## config.mk

```make
export PLATFORM = sky130hd
export DESIGN_NAME = writeback_arbiter
export DESIGN_NICKNAME = d
export VERILOG_FILES = /design/src/rtl/writeback_arbiter.sv
export SDC_FILE = /design/constraint.sdc
export NUM_CORES = 1
export LEC_CHECK = 0
export CAP_MARGIN = 40
export CORE_ASPECT_RATIO = 1.5
export CORE_MARGIN = 8
export CORE_UTILIZATION = 45
export CTS_BUF_LIST = sky130_fd_sc_hd__clkbuf_4 sky130_fd_sc_hd__clkbuf_8 sky130_fd_sc_hd__clkbuf_16
export CTS_CLUSTER_DIAMETER = 80
export DETAILED_ROUTE_END_ITERATION = 8
export PLACE_DENSITY = 0.73
export SLEW_MARGIN = 10
export SYNTH_ARGS = -nofsm -noshare
export SYNTH_HDL_FRONTEND = slang
export SYNTH_SLANG_ARGS = --single-unit
```

## constraint.sdc

```tcl
create_clock -name clk -period 3.1 [get_ports clk]
set_clock_uncertainty 0.2 [all_clocks]
set_input_delay 0.62 -clock clk [delete_from_list [all_inputs] [get_ports clk]]
set_output_delay 0.62 -clock clk [all_outputs]
set_load 0.02 [all_outputs]
```

## src/rtl/writeback_arbiter.sv

```systemverilog
// Write-back stage: fixed-priority collection of load/mul/alu results into a small FIFO
// that drains one register-file write per cycle, plus a per-register pending scoreboard.
module writeback_arbiter #(
    parameter int register_width = 32,
    parameter int fifo_depth     = 4
) (
    input  logic                          clk,
    input  logic                          resetn,

    input  logic                          load_valid,
    output logic                          load_ready,
    input  logic [4:0]                    load_addr,
    input  logic [register_width-1:0]     load_data,

    input  logic                          mul_valid,
    output logic                          mul_ready,
    input  logic [4:0]                    mul_addr,
    input  logic [register_width-1:0]     mul_data,

    input  logic                          alu_valid,
    output logic                          alu_ready,
    input  logic [4:0]                    alu_addr,
    input  logic [register_width-1:0]     alu_data,

    input  logic                          issue_en,
    input  logic [4:0]                    issue_rd,
    input  logic [4:0]                    rs1_addr,
    input  logic [4:0]                    rs2_addr,
    input  logic [4:0]                    rs3_addr,
    output logic                          hazard,

    output logic                          register_to_write_en,
    output logic [4:0]                    register_to_write_addr,
    output logic [register_width-1:0]     register_to_write_data,
    output logic [$clog2(fifo_depth):0]   fifo_count
);

    localparam int ptr_w = $clog2(fifo_depth);
    localparam int cnt_w = ptr_w + 1;
    localparam logic [cnt_w-1:0] depth_c = cnt_w'(fifo_depth);

    logic [4:0]                fifo_addr [fifo_depth];
    logic [register_width-1:0] fifo_data [fifo_depth];
    logic [ptr_w-1:0]          wr_ptr;
    logic [ptr_w-1:0]          rd_ptr;
    logic [cnt_w-1:0]          count;
    logic [31:0]               pending;
    logic [31:0]               pending_next;
    logic                      pop;
    logic                      push;
    logic                      space;
    logic [4:0]                sel_addr;
    logic [register_width-1:0] sel_data;

    // The register file never back-pressures, so any queued entry drains this cycle.
    assign pop   = (count != '0);
    assign space = (count != depth_c) || pop;

    assign load_ready = resetn && load_valid && space;
    assign mul_ready  = resetn && mul_valid && !load_valid && space;
    assign alu_ready  = resetn && alu_valid && !load_valid && !mul_valid && space;

    always_comb begin
        sel_addr = alu_addr;
        sel_data = alu_data;
        if (mul_valid) begin
            sel_addr = mul_addr;
            sel_data = mul_data;
        end
        if (load_valid) begin
            sel_addr = load_addr;
            sel_data = load_data;
        end
    end

    // Results for x0 complete the handshake but are dropped here.
    assign push = (load_ready || mul_ready || alu_ready) && (sel_addr != 5'd0);

    always_ff @(posedge clk) begin
        if (push) begin
            fifo_addr[wr_ptr] <= sel_addr;
            fifo_data[wr_ptr] <= sel_data;
        end
    end

    always_comb begin
        pending_next = pending;
        if (register_to_write_en) begin
            pending_next[register_to_write_addr] = 1'b0;
        end
        if (issue_en) begin
            pending_next[issue_rd] = 1'b1;
        end
        pending_next[0] = 1'b0;
    end

    always_ff @(posedge clk or negedge resetn) begin
        if (!resetn) begin
            wr_ptr                 <= '0;
            rd_ptr                 <= '0;
            count                  <= '0;
            register_to_write_en   <= 1'b0;
            register_to_write_addr <= '0;
            register_to_write_data <= '0;
            pending                <= '0;
        end else begin
            if (push) begin
                wr_ptr <= wr_ptr + ptr_w'(1);
            end
            if (pop) begin
                rd_ptr                 <= rd_ptr + ptr_w'(1);
                register_to_write_addr <= fifo_addr[rd_ptr];
                register_to_write_data <= fifo_data[rd_ptr];
            end
            register_to_write_en <= pop;
            case ({push, pop})
                2'b10:   count <= count + cnt_w'(1);
                2'b01:   count <= count - cnt_w'(1);
                default: count <= count;
            endcase
            pending <= pending_next;
        end
    end

    assign hazard     = pending[rs1_addr] | pending[rs2_addr] | pending[rs3_addr];
    assign fifo_count = count;

endmodule

```

# After elaboration in Yosys (flattened, before gate mapping)
# Memory sizes are Yosys's and may differ from the RTL's. A register that Yosys moved wholly into a read port is not among the register bits.
# Cells that the tools add are included.
# word_totals
reg_bits,39
mem_bits_rw,148
in_bits,137
wordCells,67
n_memories,2
# classes
n_addsub,4
magnitude_cmp,7
eq_ne,3
muxes,19
bitwise,5
n_reduce_logical,22
# memory_table
memory,words,word_bits,rd,rd_ports_with_merged_regs,wr,line_no,text
fifo_data,4,32,1,1,1,43,logic [register_width-1:0] fifo_data [fifo_depth];
fifo_addr,4,5,1,1,1,42,logic [4:0] fifo_addr [fifo_depth];
# ops
cell,n
two-way mux 32 bit,4
AND 32 bit,1
NOT 32 bit,1
OR 32 bit,1
< comparator 5 x 6 -> 1 bit (second input constant),5
binary-select mux 1 bit (select 5 bit),3
logical AND 1 bit,12
demux 1 bit (select 5 bit),2
greater-or-equal comparator 5 x 1 -> 1 bit (second input constant),2
two-way mux 5 bit,2
two-way mux 1 bit,7
one-hot mux 3 bit (2 select lines),1
nonzero test 5 bit,1
adder 2 x 1 -> 2 bit (second input constant),2
logical NOT 1 bit,4
adder 3 x 1 -> 3 bit (second input constant),1
logical OR 1 bit,3
!= test 3 bit (second input constant),1
nonzero test 3 bit,1
subtractor 3 x 1 -> 3 bit (second input constant),1
equality test 2 x 1 -> 1 bit (second input constant),1
equality test 2 bit (second input constant),1
OR 1 bit,2
nonzero test 2 bit,1

# Longest topological paths before layout
# Gate-level depths: netlist of run 1.
# depth
depth_word,9
depth_mapped,12
mapped_depth_nobuf,11

# Worst setup path after synthesis of run 1
# Ideal clock, no wire load.
# synth_path
path_kind,input port to flip-flop
startpoint,input load_valid
endpoint,memory fifo_addr[0][0] (enable)
t_arrival_ns,2.828
required_time_ns,2.502
slack_ns,-0.326
cell_stages,4
cell_sequence,buf_2 -> nor4bb_1 -> o32a_2 -> and2_1
# synth_via
elab_chain_len,8
word_cells_on_any_way,15
cone_classes,3 x mux; 12 x reduce/logical
# synth_rtl
element,line_no,text
from (decl),10,"input logic load_valid,"
logical NOT 1 bit,61,assign alu_ready = resetn && alu_valid && !load_valid && !mul_valid && space;
logical AND 1 bit (3 in a row),61,
named net alu_ready,21,"output logic alu_ready,"
logical OR 1 bit,77,assign push = (load_ready || mul_ready || alu_ready) && (sel_addr != 5'd0);
logical AND 1 bit,77,
two-way mux 1 bit,80,if (push) begin
two-way mux 1 bit (implied by the code),81,fifo_addr[wr_ptr] <= sel_addr;
to (decl),42,
# The timed path passes the listed nets, and every way through them passes these cells.

# Worst setup path in the final report of run 1
# layout_path
startpoint,input rs3_addr[0]
endpoint,output hazard
# layout_via
elab_chain_len,3
# layout_rtl
element,line_no,text
from (decl),29,"input logic [4:0] rs3_addr,"
binary-select mux 1 bit (select 5 bit),125,assign hazard = pending[rs1_addr] | pending[rs2_addr] | pending[rs3_addr];
two-way mux 1 bit (implied by the code),125,
OR 1 bit,125,
to (decl),30,"output logic hazard,"
# Every way passes these cells. The select of a mux whose other input is x is not followed.

==> run metrics, run 1 <==
reg2reg path depth 4; HPWL after DPL about 19000 um; max-cap violations 0; Final #Nets 1100; CTS max path bufs 3; Period minus WS final between 3000 and 4000 ps; CP Launch Type input port; post-synthesis sequential area ratio 0.6339; EDFF count, synth 148; Root Driver clkbuf_16; Die Ht slightly below 200 um; CP max stage delay ~520 ps; crit path kind in2out; Gate power share 0.370; area grow syn2layout 34.20%; pre-CTS worst setup slack -998.0 ps; #FFs+latches synth roughly 220; antenna violations before repair 0; # rows 67; Worst Path Arrival 2270 ps; CTS tree yes; first-pass GRT wire length around 40000 um; synth warn 0; Max-slew headroom 0.5350; CP max-delay cell mux4_2; port buffer count between 150 and 200; measured slew at the worst slew-check pin 697.5 ps; Vias 6922; vias per cell approximately 5.6; CTS Buf Count 21; Worst-Skew Late Latency approximately 490 ps; ys flop type edfxtp_1; # DRC 0; NetSw 3.861 mW; number of iterations in the first detailed-routing pass 5; P per Cell Area 869.6 mW/mm2; Clock power frac 0.230; Final GP Congestion just under 1; Max FO, Critical Path 4; status finished, final reports clean; Yosys cell types 47; Routed Antenna Nets 0; Core Util, Final 0.6070; Core Box Area roughly 0.022 mm2; clk sink count 224; Mapped Area 0.01001 mm2; Final Cycle Share 0.9959; proportion of layout cells with a drive suffix above 1 0.2029; CP Data Required Time approximately 2300 ps; most common cell after layout, fill and taps aside clkdlybuf4s50_1; WL per Instance around 21 um; synthesized area per cell between 10 and 15 um2; gr ovfl total 0; die area about 0.027 mm2; Cells after Synth between 700 and 800; Setup WS post-layout roughly 13 ps; Seq pwr share 0.400; H-tree depth 1; Worst VDD drop around 0.00042 V; static leakage power 5.146 nW; Pint 7.822 mW; final slew viol count 0; initial core utilization 0.4523; FMAX 0.3239 GHz; number of global-route vias before repair ~7400; Hold Crit Class in2async; First DRT Iteration DRCs approximately 540; RSZ-0062 raised after global routing true; Worst Setup End Kind output port; Total Routing Usage GR 0.1902; most frequent cells in the layout clkdlybuf4s50_1 (168), nand2_1 (153), edfxtp_1 (148), o21ai_0 (95), dfrtp_1 (73); Critical Path, Cell by Cell dlygate4sd2_1, mux4_2, mux2i_1, nor3b_1, nor4_4, nand4_1, buf_4; I/O pins approximately 180; largest net degree at the start of global routing 54; Clock Pin Slew Worst Setup and Hold Paths around 70 ps; final setup fails 0; async set-or-reset flop fraction in the synthesized netlist 0.3393; Final Hold Fails 0; net count after synthesis 861; Ant. Diodes 0; WL final 25990 um; Die X about 140 um; Sw Share 0.3305
path summary, 6_finish.rpt:
check	from	to	slack, ps
max in group asynchronous	resetn	register_to_write_data[17]$_DFFE_PN0P_	1870
worst min register to register	register_to_write_data[18]$_DFFE_PN0P_	register_to_write_data[18]$_DFFE_PN0P_	260
worst min-delay path	resetn	register_to_write_data[3]$_DFFE_PN0P_	100
worst max-delay path	rs3_addr[0]	hazard	10
worst max register to register	rd_ptr[0]$_DFFE_PN0P_	register_to_write_data[12]$_DFFE_PN0P_	1110
min in group clk	register_to_write_data[18]$_DFFE_PN0P_	register_to_write_data[18]$_DFFE_PN0P_	260
area by class of cell:
| cell class | instances | area [um2] |
|---|---|---|
| fill | 1770 | 8697 |
| inverter | 9 | 33.78 |
| clock inverter | 16 | 201.4 |
| clock buffer | 21 | 525.5 |
| timing repair buffer | 255 | 2449 |
| tap | 276 | 345.3 |
| multi-input combinational | 446 | 3530 |
| sequential | 224 | 6350 |
metrics by stage:
step	total power, mW	cells	TNS [ps]	instance area [um2]	hold slack, ps
floorplan	6.986	718	0	10020	124.4
global placement	8.895	1208	-13100	12630	226.1
detailed placement	9.031	1208	-15280	12630	228.3
CTS	11.79	1247	-26.16	13430	117.8
global route	12.27	1247	-127.2	13430	158.3
finish	11.68	1247	0	13430	99.90
power groups by stage:
stage / registers, mW / clock network, mW / logic (mW)
floorplan: 4.80 / 0 / 2.19
global placement: 4.68 / 0 / 4.21
detailed placement: 4.72 / 0 / 4.31
CTS: 4.68 / 2.74 / 4.37
global route: 4.76 / 2.84 / 4.67
finish: 4.67 / 2.69 / 4.32
sequential cells by signal (all words and copies together), names as in the netlist:
name,count
fifo_addr,20
fifo_count,3
fifo_data,128
pending,31
rd_ptr,2
register_to_write_addr,5
register_to_write_data,32
register_to_write_en,1
wr_ptr,2
metal layers:
metal | vias up | global-route usage | share of wire
li1 | 3159 | - | -
met4 | 0 | 0.07871 | 0.036
met3 | 59 | 0.03615 | 0.062
met1 | 3424 | 0.2071 | 0.35
met5 | - | 0 | 0
met2 | 280 | 0.3500 | 0.55
what timing repair did:
action | 4_1_cts | 5_1_grt
pin swaps | 3 | 1
setup endpoints to repair | 1 | 3
endpoints found under the hold margin | 23 | 0
hold buffers | 1 | 0
setup buffers | 2 | 0
resized for setup | 33 | 6
cells by family after synthesis:
logic type      synth area share
flops                     0.6339
simple gates             0.09386
compound gates           0.06037
mux                       0.1787
buf+inv                  0.01962
xor+xnor                0.005249
fa+ha+maj               0.008249
critical path: cells and delay by family:
| kind | cells | cell delay, ps |
|---|---|---|
| multiplexers | 2 | 660 |
| AND/OR/NAND/NOR | 3 | 490 |
| buffers and inverters | 2 | 500 |
cell usage after synthesis (all sizes together), types with 2 or more instances:
cell type / n / share of area
o22ai: 2 / 0.0012
buf: 13 / 0.0065
mux2: 9 / 0.010
mux4: 53 / 0.12
or3: 2 / 0.0012
o211ai: 2 / 0.0015
inv: 9 / 0.0034
nor3b: 4 / 0.0030
a21oi: 4 / 0.0020
nand2b: 4 / 0.0025
o21ai: 99 / 0.049
ha: 5 / 0.0062
nand3: 5 / 0.0025
edfxtp: 148 / 0.44
clkbuf: 26 / 0.0097
nor3: 5 / 0.0025
nor2: 6 / 0.0022
xor2: 2 / 0.0018
or3b: 5 / 0.0044
xnor2: 4 / 0.0035
mux2i: 49 / 0.049
nand3b: 10 / 0.0075
and3: 2 / 0.0012
dfrtp: 76 / 0.19
nand2: 153 / 0.057
and2: 5 / 0.0031
Power figures use the tool's default switching activity.
==> inputs of run 2 (changes only) <==
CORE_UTILIZATION = 40   (was 45)
CTS_CLUSTER_DIAMETER = unset   (was 80)
PLACE_DENSITY = 0.67   (was 0.73)
clock period = 3.6 ns   (was 3.1 ns; I/O delays follow)
==> run metrics, run 2 (synthesis results as in run 1) <==
status finished, final reports clean (unchanged); Hold Crit Class in2async (unchanged); Final #Nets 1061 (was 1100); Clock Pin Slew Worst Setup and Hold Paths 60 ps (was 70 ps); Period minus WS final ~3500 ps; clk sink count 224 (unchanged); Routed Antenna Nets 0 (unchanged); Root Driver clkbuf_16 (unchanged); Ant. Diodes 0 (unchanged); die area 0.03045 mm2 (was 0.02737 mm2); crit path kind in2out (unchanged); Core Box Area 0.02487 mm2 (was 0.02213 mm2); Worst Setup SP rs1_addr[0] (was rs3_addr[0]); most common cell after layout, fill and taps aside clkdlybuf4s50_1 (unchanged); initial core utilization 0.4025 (was 0.4523); RR Startpoint rd_ptr[0]$_DFFE_PN0P_ (unchanged); Filler Cell Count 2113 (was 1770); CP Data Required Time 2680 ps (was 2280 ps); Vias 6658 (was 6922); P per Cell Area 734.1 mW/mm2 (was 869.6 mW/mm2); FF-to-FF setup slack 1550 ps (was 1110 ps); Tot Pwr 9.655 mW (was 11.68 mW); WL per Instance 19.74 um (was 20.84 um); Worst-Skew Late Latency 500 ps (was 490 ps); Top reg by flops fifo_data (unchanged); Worst Setup End Kind output port (unchanged); CP max-delay cell mux4_2 (unchanged); HPWL after DPL 17290 um (was 18670 um); vias per cell 5.280 (was 5.551); final slew viol count 0 (unchanged); CP max stage delay 510 ps (was 520 ps); Die X 145.2 um (was 137.8 um); Placed Instances 1223 (was 1208); Max FO, Critical Path 3 (was 4); Setup WS post-layout 117.9 ps (was 12.73 ps); Fin Hold WS 116.6 ps (was 99.90 ps); I/O pins 182 (unchanged); max FFs per register 128 (unchanged); # DRC 0 (unchanged); max-cap violations 0 (unchanged); Final GP Congestion 0.9112 (was 0.9816); Max-slew headroom 0.5604 (was 0.5350); area grow syn2layout 31.37% (was 34.20%); H-tree depth 1 (unchanged); WL final 24890 um (was 25990 um); Top Registers fifo_data x128, register_to_write_data x32, pending x31 (unchanged); Die Ht 209.8 um (was 198.7 um); proportion of layout cells with a drive suffix above 1 0.1608 (was 0.2029); Critical Path, Cell by Cell clkdlybuf4s15_1, mux4_2, mux2_2, and3_1, nor4_1, nand4_1, buf_6 (was dlygate4sd2_1, mux4_2, mux2i_1, nor3b_1, nor4_4, nand4_1, buf_4); Final Hold Fails 0 (unchanged); # rows 71 (was 67); end of the worst register-to-register path register_to_write_data[18]$_DFFE_PN0P_ (was register_to_write_data[12]$_DFFE_PN0P_); number of iterations in the first detailed-routing pass 7 (was 5); port buffer count 181 (unchanged); CTS max path bufs 3 (unchanged); fin cells 1261 (was 1247); CTS Buf Count 21 (unchanged); measured slew at the worst slew-check pin 652.6 ps (was 697.5 ps); CTS Hold Buffers Added 0 (was 1); first-pass GRT wire length 40040 um (was 39810 um); Final Cycle Share 0.9672; antenna violations before repair 0 (unchanged); Total Routing Usage GR 0.1643 (was 0.1902); Worst VDD drop 0.0003649 V (was 0.0004166 V); pre-CTS worst setup slack -567.4 ps (was -998.0 ps); gr ovfl total 0 (unchanged); RSZ-0062 raised after global routing false (was true); most frequent cells in the layout clkdlybuf4s50_1 (171), nand2_1 (153), edfxtp_1 (148), o21ai_0 (96), dfrtp_1 (74) (was clkdlybuf4s50_1 (168), nand2_1 (153), edfxtp_1 (148), o21ai_0 (95), dfrtp_1 (73)); largest net degree at the start of global routing 46 (was 54); CP Launch Type input port (unchanged); reg2reg path depth 4 (unchanged); CP endpoint hazard (unchanged); FMAX roughly 0.29 GHz; static leakage power 4.976 nW (was 5.146 nW); First DRT Iteration DRCs 400 (was 544); Worst Path Arrival 2560 ps (was 2270 ps); final setup fails 0 (unchanged); CTS tree yes (unchanged); number of global-route vias before repair 7264 (was 7387)
==> run 2: cell count changes in the layout (fill, tap and decap cells not counted), sizes merged <==
| cell | before | now |
|---|---|---|
| bufinv | 4 | 2 |
| clkdlybuf4s50 | 168 | 171 |
| clkinv | 6 | 7 |
| buf | 77 | 39 |
| clkbuf | 23 | 26 |
| dlygate4sd2 | 6 | 1 |
| clkinvlp | 4 | 1 |
| dlygate4sd3 | 1 | 0 |
| dlymetal6s2s | 0 | 4 |
==> run 2: per-stage QoR <==
stage	cell area (um2)	utilization	TNS, ps
2_1_floorplan	10010	-	0
3_3_place_gp	12410	0.4990	-554.8
3_5_place_dp	12430	0.4998	-567.4
4_1_cts	13130	0.5278	0
5_1_grt	13150	0.5287	0
6_report	13150	0.5287	0
==> run 2: layer usage <==
metal / global-route usage / up-vias / wire, um
met2: 0.3040 / 215 / 13350
met4: 0.05331 / 0 / 607
li1: - / 3084 / -
met1: 0.1843 / 3322 / 9477
met5: 0 / - / 0
met3: 0.03491 / 37 / 1452
==> run 2: report_power, final <==
| group | internal, mW | leakage, nW | switching [mW] |
|---|---|---|---|
| Clock | 1.29 | 0.347 | 0.932 |
| Sequential | 3.51 | 2.25 | 0.593 |
| Combinational | 1.68 | 2.38 | 1.66 |
==> run 2: what timing repair did <==
item | in CTS | in global routing
setup buffers | 0 | 0
gates resized for setup | 9 | 9
setup endpoints to repair | 1 | 1
pin swaps | 0 | 1
==> run 2: area by class of cell <==
type / count / area, um2 / share of cell area
well taps: 328 / 410.4 / 0.03121
clock inverters: 12 / 117.6 / 0.008943
inverters: 9 / 33.78 / 0.002569
flip-flops and latches: 224 / 6349 / 0.4827
clock buffers: 26 / 575.6 / 0.04376
repair buffers: 216 / 2180 / 0.1657
multi-input cells: 446 / 3486 / 0.2651
==> run 2: worst min-delay path by stage <==
stage | from | depth (start not counted) | slack (ps) | to
floorplan | resetn | 0 | 220 | fifo_count[0]$_DFFE_PN0P_
global placement | register_to_write_data[31]$_DFFE_PN0P_ | 2 | 250 | register_to_write_data[31]$_DFFE_PN0P_
detailed placement | register_to_write_data[7]$_DFFE_PN0P_ | 2 | 260 | register_to_write_data[7]$_DFFE_PN0P_
CTS | resetn | 2 | 130 | register_to_write_data[6]$_DFFE_PN0P_
global route | resetn | 2 | 150 | register_to_write_data[6]$_DFFE_PN0P_
finish | resetn | 2 | 120 | register_to_write_data[6]$_DFFE_PN0P_
==> run 2: critical path, delay by kind of cell <==
kind	cells	cell delay [ps]
buffers and inverters	2	420
muxes	2	790
and+or+nand+nor	3	630
==> inputs of run 3 (changes only) <==
ABC_AREA = 1   (was unset)
MAX_ROUTING_LAYER = met4   (was unset)
PLACE_DENSITY = 0.66   (was 0.67)
==> run metrics, run 3 <==
status finished, final reports clean (unchanged); top-count cell post-synth nor2_1 (was nand2_1); Filler Cell Count 2353 (was 2113); Hold Crit Class reg2reg (was in2async); Die Ht 212.8 um (was 209.8 um); static leakage power 5.203 nW (was 4.976 nW); final setup fails 0 (unchanged); top cells by count, synth nor2_1 (214), nand2_1 (163), edfxtp_1 (148) (was nand2_1 (153), edfxtp_1 (148), o21ai_0 (96)); most common cell after layout, fill and taps aside nor2_1 (was clkdlybuf4s50_1); WL per Instance 18.09 um (was 19.74 um); FMAX 0.2846 GHz (was 0.2872 GHz); gr ovfl total 0 (unchanged); Worst Path Arrival 2590 ps (was 2560 ps); Fin Hold WS 304.2 ps (was 116.6 ps); synth warn 0 (unchanged); Ant. Diodes 0 (unchanged); Top Registers fifo_data x128, register_to_write_data x32, pending x31 (unchanged); max-cap violations 0 (unchanged); CTS tree yes (unchanged); Clock Pin Slew Worst Setup and Hold Paths 60 ps (about the same); largest net degree at the start of global routing 78 (was 46); P per Cell Area 728.1 mW/mm2 (was 734.1 mW/mm2); cell family with most CP delay buffers and inverters (was multiplexers); CP Data Required Time 2680 ps (about the same); # DRC 0 (unchanged); Top reg by flops fifo_data (unchanged); ys flop type edfxtp_1 (unchanged); Max FO, Critical Path 10 (was 3); die area 0.03133 mm2 (was 0.03045 mm2); vias per cell 5.271 (was 5.280); antenna violations before repair 0 (unchanged); Core Box Area 0.02558 mm2 (was 0.02487 mm2); CTS Buf Count 20 (was 21); HPWL after DPL 20560 um (was 17290 um); Final Hold Fails 0 (unchanged); H-tree depth 1 (unchanged); Total Routing Usage GR 0.1898 (was 0.1643); Worst VDD drop 0.0003312 V (was 0.0003649 V); CTS max path bufs 3 (unchanged); Max-slew headroom 0.4276 (was 0.5604); Worst Path Buf+Inv 4 (was 2); # rows 72 (was 71); crit path kind in2out (unchanged); area grow syn2layout 29.58% (was 31.37%); proportion of layout cells with a drive suffix above 1 0.06502 (was 0.1608); CP max-delay cell clkdlybuf4s50_1 (was mux4_2); Final GP Congestion 0.9811 (was 0.9112); RSZ-0062 raised after global routing false (unchanged); WL final 29400 um (was 24890 um); post-route setup TNS 0 ps (unchanged); Vias 8565 (was 6658); Final #Nets 1422 (was 1061); Period minus WS final 3514 ps (was 3482 ps); post-synthesis sequential area ratio 0.6143 (was 0.6339); number of iterations in the first detailed-routing pass 7 (unchanged); clk sink count 224 (unchanged); Worst-Skew Late Latency 490 ps (was 500 ps); Yosys cell types 32 (was 47); Die X 147.2 um (was 145.2 um); number of global-route vias before repair 8725 (was 7264); top-area cell type share of the netlist area 0.4302 (was 0.4439); most frequent cells in the layout nor2_1 (210), clkdlybuf4s50_1 (178), nand2_1 (163), edfxtp_1 (148), o21ai_0 (146) (was clkdlybuf4s50_1 (171), nand2_1 (153), edfxtp_1 (148), o21ai_0 (96), dfrtp_1 (74)); async set-or-reset flop fraction in the synthesized netlist 0.3393 (unchanged); Cells after Synth 1105 (was 718); I/O pins 182 (unchanged); Synth area leaders edfxtp_1 (43%), dfrtp_1 (18%), nor2_1 (7.8%) (was edfxtp_1 (44%), dfrtp_1 (19%), mux4_2 (12%)); first-pass GRT wire length 45770 um (was 40040 um); area leader, netlist edfxtp_1 (unchanged); postcts setup bufs 0 (unchanged); Routed Antenna Nets 0 (unchanged); synthesized area per cell 9.349 um2 (was 13.94 um2); measured slew at the worst slew-check pin 858.6 ps (was 652.6 ps); net count after synthesis 1248 (was 861); Mapped Area 0.01033 mm2 (was 0.01001 mm2); Worst Setup End Kind output port (unchanged); #FFs+latches synth 224 (unchanged); Root Driver clkbuf_16 (unchanged); initial core utilization 0.4038 (was 0.4025); max FFs per register 128 (unchanged); CP Launch Type input port (unchanged); final slew viol count 0 (unchanged); Final Cycle Share 0.9761 (was 0.9672); CP max stage delay 690 ps (was 510 ps); port buffer count 181 (unchanged); Critical Path, Cell by Cell dlygate4sd3_1, buf_4, inv_1, nor3_1, clkdlybuf4s50_1 (was clkdlybuf4s15_1, mux4_2, mux2_2, and3_1, nor4_1, nand4_1, buf_6); EDFF count, synth 148 (unchanged); First DRT Iteration DRCs 586 (was 400)
[run 3: changes by cell type after synthesis, sizes merged, moves of 49 or more]
cell,change
a21oi,+61
inv,+57
mux2i,-49
mux4,-53
nand3,+100
nor2,+209
o21ai,+49
[run 3: kinds of logic after synthesis]
logic type / share of synthesized area
simple gates: 0.1926
compound gates: 0.1297
flops: 0.6143
buf+inv: 0.05208
fa+ha+maj: 0.007993
xor+xnor: 0.003392
[run 3: report_power, final]
part | leakage [nW] | internal [mW] | total (mW) | switching (mW)
Clock | 0.340 | 1.32 | 2.21 | 0.891
Combinational | 2.64 | 1.39 | 3.62 | 2.23
Sequential | 2.23 | 3.46 | 3.91 | 0.458
Total | 5.20 | 6.17 | 9.75 | 3.58
[run 3: final cells by class]
cell class                 instances  area [um2]  area share
inverter                          66       250.2     0.01869
timing repair buffer             213        2192      0.1638
tap                              333       416.7     0.03112
multi-input combinational        754        3490      0.2607
clock buffer                      25       561.8     0.04197
sequential                       224        6347      0.4742
clock inverter                    10       128.9    0.009627
[run 3: routing by layer]
metal | GRT usage | share of wire | vias up
li1 | - | - | 4126
met1 | 0.2063 | 0.38 | 4039
met2 | 0.3379 | 0.52 | 333
met3 | 0.03054 | 0.059 | 67
met5 | - | 0 | -
met4 | 0.08257 | 0.032 | 0
[run 3: path summary, 6_finish.rpt]
| path | cells after the start | startpoint | endpoint | slack [ps] |
|---|---|---|---|---|
| max in group asynchronous | 4 | resetn | register_to_write_data[24]$_DFFE_PN0P_ | 1910 |
| min in group asynchronous | 2 | resetn | register_to_write_data[21]$_DFFE_PN0P_ | 450 |
| max reg2reg | 5 | rd_ptr[0]$_DFFE_PN0P_ | register_to_write_addr[0]$_DFFE_PN0P_ | 1650 |
| min reg2reg | 1 | fifo_count[0]$_DFFE_PN0P_ | fifo_count[0]$_DFFE_PN0P_ | 300 |
| min | 1 | fifo_count[0]$_DFFE_PN0P_ | fifo_count[0]$_DFFE_PN0P_ | 300 |
| max | 5 | resetn | mul_ready | 90 |
[run 3: through the flow]
stage | setup WS, ps | utilization | instances | total power, mW | area (um2)
2_1_floorplan | -51.91 | - | 1105 | 6.014 | 10330
3_5_place_dp | 26.90 | 0.4957 | 1589 | 7.584 | 12680
6_report | 85.95 | 0.5232 | 1625 | 9.747 | 13390
4_1_cts | 15.97 | 0.5231 | 1625 | 9.810 | 13380
5_1_grt | 22.56 | 0.5232 | 1625 | 10.35 | 13390
3_3_place_gp | 4.197 | 0.4936 | 1587 | 7.443 | 12630
[run 3: timing repair]
item | 4_1_cts | 5_1_grt
setup endpoints to repair | 0 | 1
endpoints found under the hold margin | 7 | 0
gates resized for setup | 0 | 1
hold buffers | 1 | 0
